### config.mk
export PLATFORM = sky130hd
export DESIGN_NAME = bus_store_arbiter_n
export DESIGN_NICKNAME = d
export VERILOG_FILES = /design/src/rtl/bus_arb_pkg.sv /design/src/rtl/arb_rr_picker.sv /design/src/rtl/bus_store_arbiter_n.sv
export SDC_FILE = /design/constraint.sdc
export NUM_CORES = 1
export LEC_CHECK = 0
export CAP_MARGIN = 20
export CORE_AREA = 2 2 39 41
export CTS_BUF_LIST = sky130_fd_sc_hd__clkbuf_4
export DETAILED_ROUTE_END_ITERATION = 12
export DIE_AREA = 0 0 41 43
export REMOVE_ABC_BUFFERS = 1
export SLEW_MARGIN = 10
export SYNTH_ARGS = -nofsm -noshare
export SYNTH_HDL_FRONTEND = slang
export SYNTH_SLANG_ARGS = --single-unit
### constraint.sdc
create_clock -name clk -period 1.6 [get_ports clk]
set_input_delay 0.32 -clock clk [delete_from_list [all_inputs] [get_ports clk]]
set_output_delay 0.32 -clock clk [all_outputs]
set_load 0.005 [all_outputs]
### src/rtl/bus_arb_pkg.sv
// Shared definitions for the bus arbiters: policy encodings and the FSM state type.
package bus_arb_pkg;

  localparam int unsigned ARB_MODE_FIXED = 0;
  localparam int unsigned ARB_MODE_RR    = 1;

  typedef enum logic {
    IDLE = 1'b0,
    BUSY = 1'b1
  } arb_state_t;

endpackage

### src/rtl/arb_rr_picker.sv
// Combinational winner selection from a request vector.
// Fixed priority takes the lowest index; round-robin scans upward from last_owner+1.
module arb_rr_picker
  import bus_arb_pkg::*;
#(
  parameter int unsigned NUM_MASTERS = 4,
  parameter int unsigned MODE        = ARB_MODE_FIXED,
  localparam int unsigned IDX_W      = $clog2(NUM_MASTERS)
) (
  input  logic [NUM_MASTERS-1:0] req,
  input  logic [IDX_W-1:0]       last_owner,
  output logic [IDX_W-1:0]       winner,
  output logic                   valid
);

  // One extra bit holds start+offset, which can reach 2*NUM_MASTERS-1 before the wrap.
  localparam int unsigned SUM_W = IDX_W + 1;

  logic [2*NUM_MASTERS-1:0] dbl;
  logic [SUM_W-1:0]         start;
  logic [SUM_W-1:0]         offset;
  logic [SUM_W-1:0]         sum;
  logic                     found;

  always_comb begin
    valid  = |req;
    winner = '0;
    dbl    = '0;
    start  = '0;
    offset = '0;
    sum    = '0;
    found  = 1'b0;
    if (MODE == ARB_MODE_RR) begin
      // Duplicating req lets a linear scan from start cover the wrapped order without a modulo per bit.
      dbl   = {req, req};
      start = SUM_W'(last_owner) + SUM_W'(1);
      for (int unsigned i = 0; i < NUM_MASTERS; i++) begin
        if (!found && dbl[start + SUM_W'(i)]) begin
          found  = 1'b1;
          offset = SUM_W'(i);
        end
      end
      sum = start + offset;
      if (sum >= SUM_W'(NUM_MASTERS)) begin
        sum = sum - SUM_W'(NUM_MASTERS);
      end
      winner = sum[IDX_W-1:0];
    end else begin
      for (int unsigned i = 0; i < NUM_MASTERS; i++) begin
        if (!found && req[i]) begin
          found  = 1'b1;
          winner = IDX_W'(i);
        end
      end
    end
  end

endmodule

### src/rtl/bus_store_arbiter_n.sv
// N-master arbiter for the shared AXI write path: grants one master per write transaction,
// holds it until the B handshake, with optional grant parking and a hang watchdog.
module bus_store_arbiter_n
  import bus_arb_pkg::*;
#(
  parameter int unsigned NUM_MASTERS = 4,
  parameter int unsigned MODE        = ARB_MODE_FIXED,
  parameter int unsigned PARK        = 1,
  parameter int unsigned TIMEOUT     = 0,
  localparam int unsigned IDX_W      = $clog2(NUM_MASTERS)
) (
  input  logic                   clk,
  input  logic                   rst_n,
  input  logic [NUM_MASTERS-1:0] req,
  input  logic                   xfer_done,
  output logic [NUM_MASTERS-1:0] grant,
  output logic [IDX_W-1:0]       grant_idx,
  output logic                   busy,
  output logic                   timeout_err
);

  localparam logic [NUM_MASTERS-1:0] ONE = NUM_MASTERS'(1);

  arb_state_t       state;
  logic [IDX_W-1:0] last_owner;
  logic [IDX_W-1:0] pick_idx;
  logic             pick_valid;
  logic             wd_fire;

  arb_rr_picker #(
    .NUM_MASTERS (NUM_MASTERS),
    .MODE        (MODE)
  ) u_picker (
    .req        (req),
    .last_owner (last_owner),
    .winner     (pick_idx),
    .valid      (pick_valid)
  );

  if (TIMEOUT > 0) begin : g_wd
    localparam int unsigned CNT_W = $clog2(TIMEOUT + 1);
    logic [CNT_W-1:0] cnt;

    always_ff @(posedge clk) begin
      if (!rst_n) begin
        cnt <= '0;
      end else if (state == IDLE) begin
        cnt <= '0;
      end else if (!xfer_done && cnt != '1) begin
        cnt <= cnt + CNT_W'(1);
      end
    end

    // A completion in the same cycle takes precedence over the forced release.
    assign wd_fire = (state == BUSY) && !xfer_done && (cnt == CNT_W'(TIMEOUT - 1));
  end else begin : g_no_wd
    assign wd_fire = 1'b0;
  end

  always_ff @(posedge clk) begin
    if (!rst_n) begin
      state       <= IDLE;
      last_owner  <= '0;
      grant       <= (PARK != 0) ? ONE : '0;
      grant_idx   <= '0;
      busy        <= 1'b0;
      timeout_err <= 1'b0;
    end else begin
      timeout_err <= 1'b0;
      unique case (state)
        IDLE: begin
          if (pick_valid) begin
            state      <= BUSY;
            busy       <= 1'b1;
            grant      <= ONE << pick_idx;
            grant_idx  <= pick_idx;
            last_owner <= pick_idx;
          end else begin
            grant <= (PARK != 0) ? (ONE << last_owner) : '0;
          end
        end
        BUSY: begin
          if (xfer_done || wd_fire) begin
            state       <= IDLE;
            busy        <= 1'b0;
            timeout_err <= wd_fire;
            if (PARK == 0) begin
              grant <= '0;
            end
          end
        end
        default: begin
          state <= IDLE;
          busy  <= 1'b0;
        end
      endcase
    end
  end

endmodule

==> results summary <==
In this run, the number of DRC markers left after iteration 0 of detailed routing was 8. Summing internal, switching and leakage power gives 473 uW. The total standard cell area after synthesis came out at between 300 and 400 um^2.

The type of the setup path with the least slack is flip-flop to output pin. The number of buffers on the longest clock path is 2. The clock tree from TritonCTS is done.

The post-synthesis sequential area ratio came out at between 40% and 50%. The summed negative setup slack over all endpoints came out at 0 ns. The final-report max-slew violation count came out at 0. The number of nets in the finished design is between 60 and 70.

The post-route netlist has between 10% and 20% of its cells at a drive strength greater than 1. In this run, CTS created clock tree buffers numbering 3. In this run the worst hold path is classified as flip-flop to flip-flop. The highest fanout seen on the critical path is 4. The worst setup path is launched from a flip-flop. The starting utilization of the core area came out at 26.5%. The combined buffer and inverter count along the critical path came out at 1. The flip-flop and latch count after synthesis came out at 8. The wire length of the first global-routing pass came out at between 1000 and 1500 um. The number of port buffers is 13. The via count of the first global-routing pass is 322. The flow ran to the end, and the final reports show no timing, DRC or antenna violations. The predominant post-synthesis flop cell is sky130_fd_sc_hd__dfxtp_1. At the end of routability-driven placement, the weighted congestion stood at ~0.65.

The signed area change from the synthesized netlist to the final layout came out at 46.8%. The tool flagged a number of max-cap violations equal to 0. The number of instances in the synthesized netlist came out at 41. Sorting the synthesized cells by how often they occur yields 8 x sky130_fd_sc_hd__dfxtp_1, 5 x sky130_fd_sc_hd__nor2_1, 4 x sky130_fd_sc_hd__nand2_1, 4 x sky130_fd_sc_hd__o31ai_1, 3 x sky130_fd_sc_hd__nand3_1. For the worst setup path, the data required time is approximately 1.3 ns.

The overall via count from detail_route is ~360. The insertion delay to the later sink of the worst-skew pair came out at ~0.26 ns. The routed wire length came out at 821 um. The remaining antenna violation count came out at 0. Of all flip-flops after synthesis, the portion carrying an async set or reset was 0%. For the final database, setup skew stands at around 0.00049 ns. By area the synthesized netlist is led by sky130_fd_sc_hd__dfxtp_1 44%, sky130_fd_sc_hd__o31ai_1 8.2%, sky130_fd_sc_hd__o221a_2 6.1%. The aggregate global routing overflow came out at 0.

Once detailed placement completed, the half-perimeter wirelength came to a little over 600 um. The count of cell types in the netlist is 21. In this run the clock root is driven by a sky130_fd_sc_hd__clkbuf_4.

The count of instances resized after the clock tree is built came out at 0. The leakage power of the design came out at about 0.22 nW. The cell at the slowest stage of the critical path is sky130_fd_sc_hd__clkdlybuf4s50_1. The count of buffers added by post-CTS timing repair for setup is 0.

Among cell families on the critical path, the largest total delay comes from buffers and inverters. The type of element capturing the critical path is an output pin. Traced cell by cell, the critical path runs through clkdlybuf4s50_1. The number of hold violations in the final report is 0. After floorplanning, the core was divided into 14 placement rows. Of all cell types, the one taking the most synthesized area is sky130_fd_sc_hd__dfxtp_1. After layout, the worst path uses approximately nine tenths of the clock period.

Measured along the y axis, the die boundary spans around 43 um. The die is 41 um wide. The die outline area came out at about 1800 um^2. For this run, the number of Yosys warnings is 0. The arrival time at the worst endpoint is about 1.2 ns.

The number of hold-repair buffers added at the cts stage came out at 0. The initial antenna violation count came out at 0. The largest stage delay on the critical path is ~0.52 ns.

The clock-pin slew of the registers on the worst-case setup and hold paths came out at 0.06 ns. The post-route core utilization came out at 38.9%. In the routed design, unresolved DRC markers number 0. Using the TritonRoute via totals, the vias-per-cell ratio works out to roughly 5.

The number of iterations in the first detailed-routing pass is 4. Setup repair after global routing left no endpoint under its margin. The maximum number of pins on one net before global-route repair came out at 14. The average cell area after synthesis is around 9 um^2. Based on the critical path, the design can be clocked at up to 681 MHz. In this run the number of H-tree levels came out at 1. The core box area came out at between 1000 and 1500 um^2. The setup-violating endpoint count in the final report came out at 0. The largest vdd supply drop is 0.226 mV. The count of flip-flops with a built-in enable after synthesis is 0. Yosys instantiated no cell more often than sky130_fd_sc_hd__dfxtp_1. The final routed wire length divided by cell count is ~11 um. 0 antenna diodes ended up in the layout. For this design the ratio of total power to cell area is roughly 880 nW/um^2.

For this run, the total global-route usage over all layers was measured as between 10 and 15%. The final critical-path required period came out at roughly 1.5 ns. For this design, the sink count on the clock tree is 8. After synthesis, the largest area contributor takes up a little over two fifths of total cell area. The number of ports placed on the die boundary is 15.
## tightest hold or removal path: cells and delay by family, from the launching register on
| kind | cells | cell delay [ns] |
|---|---|---|
| AOI/OAI and AO/OA | 1 | 0.06 |
| DFF | 1 | 0.31 |
| and+or+nand+nor | 1 | 0.05 |
## path summary, 6_finish.rpt
path              cells after the start                     to                  startpoint  slack [ns]
setup / recovery                      1           grant_idx[1]  last_owner[1]$_SDFFE_PN0P_        0.13
hold reg to reg                       2      busy$_SDFFE_PN0P_           busy$_SDFFE_PN0P_        0.47
hold / removal                        2      busy$_SDFFE_PN0P_           busy$_SDFFE_PN0P_        0.47
setup reg to reg                      3  grant[3]$_SDFFE_PN0N_  last_owner[0]$_SDFFE_PN0P_        0.56
## flip-flops by register name, summed over array words and instances (netlist names)
register    flops
last_owner      2
grant           4
state           1
busy            1
## routing by layer
layer  vias to the layer above  part of all wire [%]  global-route usage, %
met5                         -                     0                      0
met4                         0                   2.9                   6.00
met3                         3                   5.1                   4.71
met2                        10                    47                   16.9
met1                       169                    45                   13.2
li1                        180                     -                      -
## where the power goes
part / internal, mW / leakage [nW] / switching (mW) / total [mW]
Combinational: 0.0519 / 0.137 / 0.0330 / 0.0850
Clock: 0.0863 / 0.0138 / 0.0760 / 0.162
Sequential: 0.213 / 0.0660 / 0.0136 / 0.226
## through the flow
stage | worst slack (ns) | area (um^2) | cells | hold slack [ns]
after floorplan | 0.625 | 350 | 38 | 0.398
after CTS | 0.119 | 538 | 72 | 0.475
after global placement | 0.0518 | 515 | 69 | 0.458
after detailed placement | 0.0263 | 515 | 69 | 0.466
final | 0.131 | 538 | 72 | 0.468
after global routing | 0.0688 | 538 | 72 | 0.505
## layout make-up
type | instances | area [um^2]
inverter | 1 | 3.75
timing repair buffer | 15 | 145
sequential | 8 | 160
fill | 153 | 846
multi-input combinational | 29 | 186
tap | 16 | 20.0
clock buffer | 3 | 22.5
## cells by family (layout without fill, tap and decap cells)
group | after synthesis | count (layout) | synth area share, %
other | 1 | 1 | 1.02
AND/OR/NAND/NOR | 14 | 14 | 17.7
buffers and inverters | 4 | 19 | 5.46
AO/OA/AOI/OAI | 14 | 14 | 32.1
flip-flops | 8 | 8 | 43.7
## cells in the final DEF, fill, tap and decap left out
cell / count
sky130_fd_sc_hd__clkdlybuf4s50_1: 13
sky130_fd_sc_hd__dfxtp_1: 8
sky130_fd_sc_hd__nor2_1: 5
sky130_fd_sc_hd__nand2_1: 4
sky130_fd_sc_hd__o31ai_1: 4
sky130_fd_sc_hd__nand3_1: 3
sky130_fd_sc_hd__clkbuf_4: 3
sky130_fd_sc_hd__o221a_2: 2
sky130_fd_sc_hd__buf_4: 2
sky130_fd_sc_hd__inv_1: 1
sky130_fd_sc_hd__nor3_2: 1
sky130_fd_sc_hd__a211oi_1: 1
sky130_fd_sc_hd__o31a_2: 1
sky130_fd_sc_hd__o311ai_1: 1
sky130_fd_sc_hd__a211o_1: 1
sky130_fd_sc_hd__nand2b_1: 1
sky130_fd_sc_hd__a21oi_1: 1
sky130_fd_sc_hd__a21o_1: 1
sky130_fd_sc_hd__a21boi_0: 1
sky130_fd_sc_hd__o211a_1: 1
sky130_fd_sc_hd__conb_1: 1
(Power assumes the default switching activity.)
